`src/rtl/enc16x4_seq_if.sv`:
```
// Request/code handshake bundle for the sequential 16-to-4 encoder.
// The master drives request words and ready; the slave returns codes and status.
interface enc16x4_seq_if;
    logic [15:0] d_in;
    logic        load;
    logic        ready;
    logic [3:0]  code;
    logic        valid;
    logic        busy;
    logic        multi;
    logic        none;
    logic        done;

    modport master (
        output d_in, load, ready,
        input  code, valid, busy, multi, none, done
    );

    modport slave (
        input  d_in, load, ready,
        output code, valid, busy, multi, none, done
    );
endinterface

```
`src/rtl/enc16x4_seq.sv`:
```
// Sequential 16-to-4 encoder: captures a request word and emits the index of
// every set bit in priority order over a valid/ready handshake.
module enc16x4_seq #(
    parameter bit PRIORITY_LOW = 1'b1
) (
    input logic          clk,
    input logic          rst,
    enc16x4_seq_if.slave bus
);
    localparam int unsigned W_D = 16;
    localparam int unsigned W_C = 4;

    typedef enum logic {IDLE, EMIT} state_e;

    state_e         state_q;
    logic [W_D-1:0] pend_q;
    logic [W_C-1:0] code_q;
    logic           valid_q;
    logic           busy_q;
    logic           multi_q;
    logic           none_q;
    logic           done_q;

    logic [W_D-1:0] pend_d;
    logic [W_C-1:0] next_code_d;
    logic [W_C-1:0] load_code_d;
    logic           load_multi_d;

    // Priority pick: the last match in the scan direction wins.
    function automatic logic [W_C-1:0] sel_idx(input logic [W_D-1:0] v);
        logic [W_C-1:0] idx;
        idx = '0;
        if (PRIORITY_LOW) begin
            for (int i = int'(W_D) - 1; i >= 0; i--)
                if (v[i]) idx = W_C'(i);
        end else begin
            for (int i = 0; i < int'(W_D); i++)
                if (v[i]) idx = W_C'(i);
        end
        return idx;
    endfunction

    always_comb begin
        pend_d       = pend_q & ~(W_D'(1) << code_q);
        next_code_d  = sel_idx(pend_d);
        load_code_d  = sel_idx(bus.d_in);
        load_multi_d = |(bus.d_in & (bus.d_in - W_D'(1)));
    end

    always_ff @(posedge clk or posedge rst) begin
        if (rst) begin
            state_q <= IDLE;
            pend_q  <= '0;
            code_q  <= '0;
            valid_q <= 1'b0;
            busy_q  <= 1'b0;
            multi_q <= 1'b0;
            none_q  <= 1'b0;
            done_q  <= 1'b0;
        end else begin
            none_q <= 1'b0;
            done_q <= 1'b0;
            case (state_q)
                IDLE: begin
                    if (bus.load) begin
                        if (bus.d_in != '0) begin
                            pend_q  <= bus.d_in;
                            multi_q <= load_multi_d;
                            code_q  <= load_code_d;
                            valid_q <= 1'b1;
                            busy_q  <= 1'b1;
                            state_q <= EMIT;
                        end else begin
                            none_q  <= 1'b1;
                            multi_q <= 1'b0;
                        end
                    end
                end
                EMIT: begin
                    // Loads are ignored here; code holds until accepted.
                    if (valid_q && bus.ready) begin
                        if (pend_d != '0) begin
                            pend_q <= pend_d;
                            code_q <= next_code_d;
                        end else begin
                            pend_q  <= '0;
                            valid_q <= 1'b0;
                            busy_q  <= 1'b0;
                            done_q  <= 1'b1;
                            state_q <= IDLE;
                        end
                    end
                end
            endcase
        end
    end

    assign bus.code  = code_q;
    assign bus.valid = valid_q;
    assign bus.busy  = busy_q;
    assign bus.multi = multi_q;
    assign bus.none  = none_q;
    assign bus.done  = done_q;
endmodule

```
`src/flat_wrapper.sv`:
```
// flat-port wrapper written by rule: the top's interface ports become plain ports
module enc16x4_seq_flat 
#(
    parameter bit PRIORITY_LOW = 1'b1
)
  (clk, rst, bus_d_in, bus_load, bus_ready, bus_code, bus_valid, bus_busy, bus_multi, bus_none, bus_done);
  enc16x4_seq_if bus_i ();
  input logic clk;
  input logic rst;
  input wire logic [$bits(bus_i.d_in)-1:0] bus_d_in;
  input wire logic [$bits(bus_i.load)-1:0] bus_load;
  input wire logic [$bits(bus_i.ready)-1:0] bus_ready;
  output wire logic [$bits(bus_i.code)-1:0] bus_code;
  output wire logic [$bits(bus_i.valid)-1:0] bus_valid;
  output wire logic [$bits(bus_i.busy)-1:0] bus_busy;
  output wire logic [$bits(bus_i.multi)-1:0] bus_multi;
  output wire logic [$bits(bus_i.none)-1:0] bus_none;
  output wire logic [$bits(bus_i.done)-1:0] bus_done;
  assign bus_i.d_in = bus_d_in;
  assign bus_i.load = bus_load;
  assign bus_i.ready = bus_ready;
  assign bus_code = bus_i.code;
  assign bus_valid = bus_i.valid;
  assign bus_busy = bus_i.busy;
  assign bus_multi = bus_i.multi;
  assign bus_none = bus_i.none;
  assign bus_done = bus_i.done;
  enc16x4_seq #(.PRIORITY_LOW(PRIORITY_LOW)) u_core (.clk(clk), .rst(rst), .bus(bus_i));
endmodule
```
`config.mk`:
```
export PLATFORM = sky130hd
export DESIGN_NAME = enc16x4_seq_flat
export DESIGN_NICKNAME = d
export VERILOG_FILES = /design/src/rtl/enc16x4_seq_if.sv /design/src/rtl/enc16x4_seq.sv /design/src/flat_wrapper.sv
export SDC_FILE = /design/constraint.sdc
export NUM_CORES = 1
export LEC_CHECK = 0
export CAP_MARGIN = 20
export CORE_ASPECT_RATIO = 0.7
export CORE_MARGIN = 3
export CORE_UTILIZATION = 57
export CTS_BUF_LIST = sky130_fd_sc_hd__clkbuf_4 sky130_fd_sc_hd__clkbuf_8
export DETAILED_ROUTE_END_ITERATION = 10
export GPL_ROUTABILITY_DRIVEN = 0
export PLACE_DENSITY = 0.87
export SYNTH_ARGS = -nofsm -noshare
export SYNTH_HDL_FRONTEND = slang
export SYNTH_SLANG_ARGS = --single-unit
```
`constraint.sdc`:
```
create_clock -name clk -period 2.5 [get_ports clk]
set_clock_uncertainty 0.1 [all_clocks]
set_input_delay 0.75 -clock clk [delete_from_list [all_inputs] [get_ports clk]]
set_output_delay 0.75 -clock clk [all_outputs]
set_load 0.02 [all_outputs]
```
; After elaboration in Yosys (flattened, before gate mapping)
; Cells that the tools add are included.
[op_classes]
reduce_logical = 8
muxes = 59
eq_ne = 5
n_bitwise = 4
add_sub_neg = 1
shift = 1
[op_table]
columns = cell, n
row1 = $mux 4, 36
row2 = $mux 16, 4
row3 = $and 16x16->16, 2
row4 = $pmux 16 s2, 1
row5 = $reduce_bool 16->1, 2
row6 = $not 16->16, 1
row7 = $reduce_or 16->1, 1
row8 = $shl 1x4->16 const A, 1
row9 = $sub 16x1->16 const B, 1
row10 = $mux 1, 15
row11 = $ne 2x2->1 const B, 4
row12 = $pmux 4 s2, 1
row13 = $reduce_and 4->1, 2
row14 = $pmux 1 s2, 2
row15 = $reduce_and 3->1, 1
row16 = $ne 2x1->1 const B, 1
row17 = $reduce_and 2->1, 1
row18 = $logic_and 1x1->1, 1
row19 = $not 1->1, 1
[word_totals]
word_cells = 85
ff_bits = 25
in_bits = 20
output_inout_bits = 9

; Logic depth before layout (Yosys ltp)
[depth]
word_depth = 22
depth_mapped = 8
mapped_depth_nobuf = 6

; Worst setup path before layout
; No wires, ideal clock.
[synth_timing]
path_kind = in2reg
start = input bus_d_in[2]
end = register u_core.code_q[0] (netlist: u_core.bus.code[0])
required_time_ps = 2259
n_path_buf = 2
arrival_ps = 1967
setup_time_ps = 141
setup_slack_ps = 292
stages = 8
cell_sequence = buf_6 > nor4_2 > a41oi_1 > nor2b_1 > buf_2 > a41oi_2 > nor2_1 > a31oi_1
[synth_between]
elab_chain_cells = 6
word_cells_on_any_way = 9
cone_classes = eq/ne (1) / mux (6) / reduce/logical (2)
[synth_lines]
columns = item, line
row1 = from (decl), flat_wrapper.sv:10  ; input wire logic [$bits(bus_i.d_in)-1:0] bus_d_in;
row2 = $mux 4 (3 in series), enc16x4_seq.sv:35  ; if (v[i]) idx = W_C'(i);
row3 = $mux 4, enc16x4_seq.sv:66  ; if (bus.d_in != '0) begin
row4 = $mux 4, enc16x4_seq.sv:65  ; if (bus.load) begin
row5 = $pmux 4 s2, enc16x4_seq.sv:63  ; case (state_q)
row6 = to (signal assigned), enc16x4_seq.sv:69  ; code_q <= load_code_d;
row7 = to (signal assigned), enc16x4_seq.sv:84  ; code_q <= next_code_d;
row8 = to (decl), enc16x4_seq.sv:17  ; logic [W_C-1:0] code_q;
; Several ways; a longest one is shown, not always the timed one. The select of a mux whose other input is x is not followed.
; A chain may end at the register's enable or synchronous reset.

; Worst setup path after layout
[layout_timing]
start = input bus_d_in[13]
end = register u_core.pend_q[14]
[layout_between]
elab_chain_cells = 3
[layout_lines]
columns = item, line
row1 = $reduce_bool 16->1, enc16x4_seq.sv:66
row2 = $ne 2x1->1 (no line), n/a
row3 = $reduce_and 3->1 (no line), n/a
row4 = to (signal assigned), enc16x4_seq.sv:67  ; pend_q <= bus.d_in;
row5 = to (signal assigned), enc16x4_seq.sv:83  ; pend_q <= pend_d;
row6 = to (decl), enc16x4_seq.sv:16  ; logic [W_D-1:0] pend_q;
; Every way passes these cells.

==> flow_summary.toml <==
[sta]
layout_setup_ws_ns = 0.0795
relSlewSlack = 0.733
min_period_over_period = 0.968
tightest_slew_ns = 0.401
slew_viol_final = 0
final-hold-violation-count = 0
fmax_ghz = 0.413
setup_viol = 0
fin_setup_tns_ns = 0
min_period_ns = 2.42

[synthesis]
synth_area_leaders = "dfrtp_1 (29%), a21oi_1 (4.9%), nand2_1 (4.6%)"
syn_area_per_cell_sq_um = 8.17
synthesis.nets = 282
yosysSeqAreaShare = 0.292
yosys_warnings = 0
synth-main-ff-cell = "dfrtp_1"
syn_area_sq_mm = 0.00214
yosysMostFrequentCell = "nand2_1"
yosys.area.top_type = "dfrtp_1"
synth_seq_cells = 25
synthTopCellsByCount = "nand2_1 (26), dfrtp_1 (25), nor2_1 (25)"
synth_top_area_share = 0.292
synthCells = 262
async_flop_share = 1.00
ys_types = 60
synth_edf_count = 0

[setup_path]
worstPathRequired_ns = 2.53
worst_setup_path_start_kind = "input port"
critPathTopFamily = "buffers and inverters"
cpPeakStageDelay_ns = 0.52
crit_slowest_cell = "clkdlybuf4s50_1"
rr_endpoint = "u_core.pend_q[14]"
crit_type = "input port to flop"
crit_buf_inv = 4
critPathMaxFanout = 5
crit_arrival_ns = 2.45
r2r_start = "u_core.bus.code[3]"
worstPathCellList = "clkdlybuf4s50_1, nor4_2, buf_4, a41oi_2, nor2b_1, buf_4, buf_4, a22oi_1, o31ai_1"
r2r_slack_ns = 0.18
ff2ff_path_depth = 6
crit_path_end_kind = "flop"
crit_top_cell = "buf_4"

[global_routing]
grt_pass1_wl_um = 11100
grt_antenna_before_repair = 0
overflow = 0
grt_pass1_vias = 2238
grt_max_degree = 26
track_usage = 0.312

[detailed_routing]
drcViolationCount = 0
via_count = 2402
routedWlPerCell_um = 18.9
wl_met1_um = 2990
ant_nets = 0
dr_wl_met3_um = 658
routed_wirelength_um = 6930
firstDrtPassIters = 5
highest-signal-layer = "met4"
vias_per_cell = 6.54
first_iter_violations = 366
met2WireLength_um = 3110

[placement]
portBuffers = 28
dp_cells = 363
hpwl_um = 5040
post-place-ws_ns = -0.155

[power]
swShare = 0.466
p_sw_w = 0.00118
power_frac_seq = 0.330
share_clk_of_total_power = 0.100
pwr-share-comb = 0.570
p_leak_nw = 1.16
ir_worst_vdd_v = 0.000577
p_int_w = 0.00135
p_per_area_mw_per_mm2 = 917

[min_path]
worst_hold_path.endpoint = "u_core.pend_q[0]"
hold_depth = 1
min-delay-start = "u_core.pend_q[0]"
hold_class = "flop to flop"

[clock_tree]
cts_tree = "built"
h-tree-depth = 1
cts_hold_buf = 0
clockBufferDepth = 2
cts_setup_buffers = 0
clkSinkCount = 25
path_clk_slew_ns = 0.09
cts_root_buf = "clkbuf_8"
insertion_delay_ns = 0.27
numCtsBuffers = 3

[final_layout]
instances_no_fill = 367
utilization = 0.823
diodes = 0
drive_gt1_frac = 0.225
area_delta_synth_final_pct = 29.2
fin_nets = 341

[die]
start_util = 0.637
die_w_um = 79.3
die-height_um = 57.3
rows = 17
coreArea_sq_mm = 0.00336
io_pins = 29
die-area_sq_mm = 0.00454

[job]
cap_viol_max_count = 0

[run_status]
status = "complete, no violations"
-- cells in the final DEF (no fill, tap or decap), types with 3 or more instances in the layout --
master / synthesis / layout
a21oi_1: 21 / 21
inv_1: 13 / 13
o21a_1: 4 / 4
o32ai_1: 4 / 4
a31oi_1: 6 / 6
nor3b_1: 5 / 5
o31ai_1: 9 / 9
nor4_2: 1 / 3
clkbuf_8: 0 / 3
dfrtp_1: 25 / 23
a22oi_1: 6 / 6
a22o_1: 7 / 7
nor2b_1: 6 / 6
clkdlybuf4s50_1: 0 / 28
o21ai_1: 3 / 3
mux2i_1: 3 / 3
nand2_1: 26 / 26
nor3_1: 7 / 7
buf_4: 3 / 41
nor2_1: 25 / 25
nand3_1: 4 / 4
o21ai_0: 19 / 19
nand2b_1: 7 / 7
-- kinds of logic after synthesis --
family	after synthesis	synth area share
simple gates	97	0.248
compound gates	104	0.347
mux	7	0.0368
buf+inv	28	0.0713
flops	25	0.292
fa+ha+maj	1	0.00468
-- worst max-delay path by stage --
stage | from | endpoint | slack (ns) | cells after the start
6_report | bus_d_in[13] | u_core.pend_q[14] | 0.08 | 9
4_1_cts | u_core.bus.code[2] | bus_code[2] | 0.003 | 1
3_3_place_gp | bus_d_in[13] | u_core.bus.code[3] | -0.14 | 9
3_5_place_dp | bus_d_in[12] | u_core.pend_q[14] | -0.15 | 9
5_1_grt | bus_d_in[13] | u_core.pend_q[14] | -0.05 | 9
2_1_floorplan | bus_d_in[2] | u_core.bus.code[0] | 0.29 | 8
-- per-layer routing --
metal	GRT usage	up-vias
met5	0	-
met4	0.0613	0
met3	0.0678	19
met2	0.489	149
met1	0.447	1130
li1	-	1104
-- power by group through the flow --
stage	sequential [W]	combinational [W]	clock (W)
after floorplan	0.000735	0.00105	0
after detailed placement	0.000825	0.00138	0
after global placement	0.000818	0.00135	0
after CTS	0.000819	0.00140	0.000249
final	0.000837	0.00144	0.000255
after global routing	0.000869	0.00157	0.000270
-- repair_timing --
action,CTS,global route
hold endpoints to repair,0,0
gates resized for setup,0,6
setup endpoints to repair,0,10
-- flip-flops by register name, indices dropped and copies added, names as in the netlist --
name and flops:
u_core.pend_q 16, u_core.bus.valid 1, u_core.state_q 1, u_core.bus.done 1, u_core.bus.multi 1, u_core.bus.code 4, u_core.bus.none 1
-- through the flow --
| step | hold slack (ns) | power [W] | area (sq um) |
|---|---|---|---|
| 6_report | 0.456 | 0.00254 | 2770 |
| 3_5_place_dp | 0.436 | 0.00221 | 2680 |
| 4_1_cts | 0.459 | 0.00247 | 2730 |
| 3_3_place_gp | 0.426 | 0.00216 | 2680 |
| 2_1_floorplan | 0.388 | 0.00179 | 2140 |
| 5_1_grt | 0.488 | 0.00270 | 2770 |
-- layout make-up --
cell class	instances	area (sq um)
Multi-Input combinational cell	209	1390
Sequential cell	25	628
Fill cell	219	594
Timing Repair Buffer	69	588
Tap cell	47	58.8
Clock buffer	4	48.8
Inverter	13	48.8
Note: power is estimated with default switching activity, not from simulation.
==> patch: new RTL, same settings <==
Make the reset (`rst`) synchronous in one clocked block.
--- a/src/rtl/enc16x4_seq.sv
+++ b/src/rtl/enc16x4_seq.sv
@@ -47,7 +47,7 @@
         load_multi_d = |(bus.d_in & (bus.d_in - W_D'(1)));
     end
 
-    always_ff @(posedge clk or posedge rst) begin
+    always_ff @(posedge clk) begin
         if (rst) begin
             state_q <= IDLE;
             pend_q  <= '0;
Formal check against the unedited RTL: differs if rst is asserted again (counterexample within 4 cycles, from zero or initial values and one cycle with rst high); with rst held inactive, the same outputs for 4 cycles.
==> patch against the unedited design <==
The run now ends with negative setup slack left; cell count is 1.9% higher; critical endpoint is now u_core.bus.multi$_SDFFE_PP0P_; routed wire length grew 3.8%; area after synthesis fell by 5.8%; critical path type unchanged; sequential cell count is the same; cell area shrank 0.36%; highest routed layer unchanged; worst setup slack worse by 0.15 ns.
Power is not compared: it rests on default switching activity, and its combinational part moved more than twofold at a synthesized area within 25%.
==> patch: results (changes against the unedited design) <==
----------------------------------------------------
[Worst setup path]
  Critical path endpoint ... u_core.bus.multi$_SDFFE_PP0P_ (was u_core.pend_q[14]$_DFFE_PP0P_)
  Reg-to-Reg End ... u_core.bus.code[2]$_SDFFE_PP0P_ (was u_core.pend_q[14]$_DFFE_PP0P_)
  RR Startpoint ... u_core.bus.code[1]$_SDFFE_PP0P_ (was u_core.bus.code[3]$_DFFE_PP0P_)
  Critical path's largest stage delay ... 0.54 ns (was 0.52 ns)
  Crit path from ... bus_d_in[3] (was bus_d_in[13])
  Family of cells with the greatest summed delay on the critical path ... simple AND/OR/NAND/NOR gates (was buffers and inverters)

[Logic synthesis]
  Asr flop ratio synth ... 0 (was 1.000)
  Post-synthesis mux area share ... 0.03970 (was 0.03682)
  Complex-gate fraction of the synthesized area ... 0.3449 (was 0.3472)
  Most common library cells after synthesis ... 37 x nand2_1, 31 x nor2_1, 25 x dfxtp_1, 16 x a21oi_1, 16 x nor3_1 (was 26 x nand2_1, 25 x dfrtp_1, 25 x nor2_1, 21 x a21oi_1, 19 x o21ai_0)
  Area share of fa/ha/maj cells after synthesis ... 0.009926 (was 0.004676)
  Number of instances in the synthesized netlist ... 267 (was 262)
  Distinct cells, synth ... 58 (was 60)
  Synthesized netlist net count ... 287 (was 282)

[Placement]
  Placed inst area ... 0.002601 mm2 (was 0.002684 mm2)
  Post-Place Cells ... 369 (was 363)
  Post-detail-place hpwl ... 4999 um (was 5036 um)
  Pre-CTS worst setup slack ... -0.3252 ns (was -0.1546 ns)

[STA]
  Setup violations, final ... 3 (was 0)
  Max-slew headroom ... 0.6828 (was 0.7326)
  Setup slack of the critical path after layout ... -0.06580 ns (was 0.07950 ns)

[Drt]
  Routed via count ... 2572 (was 2402)
  WL per Instance ... 19.22 um (was 18.87 um)
  Pre-antenna DRT Iters ... 7 (was 5)
  Final wirelength ... 7190 um (was 6926 um)

[Cells and area]
  Final Instance Area ... 0.002756 mm2 (was 0.002766 mm2)
  Inverter count ... 7 (was 13)

[Global routing]
  Number of global-route vias before repair ... 2274 (was 2238)
  First-pass GRT wire length ... 10880 um (was 11070 um)

[Run status]
  Outcome ... finished with violations (was completed)
  Violated checks ... negative setup slack

----------------------------------------------------
patch: changes by cell type after synthesis, sizes merged, moves of 5 or more:
cell    change
a21oi       -5
a22o        -7
a31oi      +11
dfrtp      -25
dfxtp      +25
inv         -6
nand2       +9
nand3       +8
nor2        +5
nor3        +8
nor3b       -5
o21ai      -16
o311ai      +5
patch: worst register-to-register path, stage by stage (launching register included):
cell	delay [ns]
dfxtp_1	0.55
and2b_2	0.31
a31oi_4	0.15
nor4_4	0.47
a31oi_4	0.17
or2_4	0.29
a311oi_1	0.25
patch: what timing repair did:
| action | in CTS | in global routing |
|---|---|---|
| endpoints found under the setup margin | 9 | 18 |
| setup buffers | 0 | 1 |
| resized for setup | 7 | 24 |
| endpoints found under the hold margin | 0 | 0 |
| pin swaps | 0 | 7 |
patch: metal layers:
layer	track usage	routed length [um]
met1	0.4342	3024
met2	0.4777	3232
met3	0.06958	724
met4	0.09645	209
met5	0	0
patch: worst min path at each step:
stage	depth (start not counted)	startpoint	endpoint	slack (ns)
2_1_floorplan	2	u_core.pend_q[0]$_SDFFE_PP0P_	u_core.pend_q[0]$_SDFFE_PP0P_	0.36
3_3_place_gp	2	u_core.pend_q[0]$_SDFFE_PP0P_	u_core.pend_q[0]$_SDFFE_PP0P_	0.39
3_5_place_dp	2	u_core.pend_q[0]$_SDFFE_PP0P_	u_core.pend_q[0]$_SDFFE_PP0P_	0.39
4_1_cts	2	u_core.pend_q[0]$_SDFFE_PP0P_	u_core.pend_q[0]$_SDFFE_PP0P_	0.41
5_1_grt	2	u_core.pend_q[0]$_SDFFE_PP0P_	u_core.pend_q[0]$_SDFFE_PP0P_	0.43
6_report	2	u_core.pend_q[0]$_SDFFE_PP0P_	u_core.pend_q[0]$_SDFFE_PP0P_	0.42
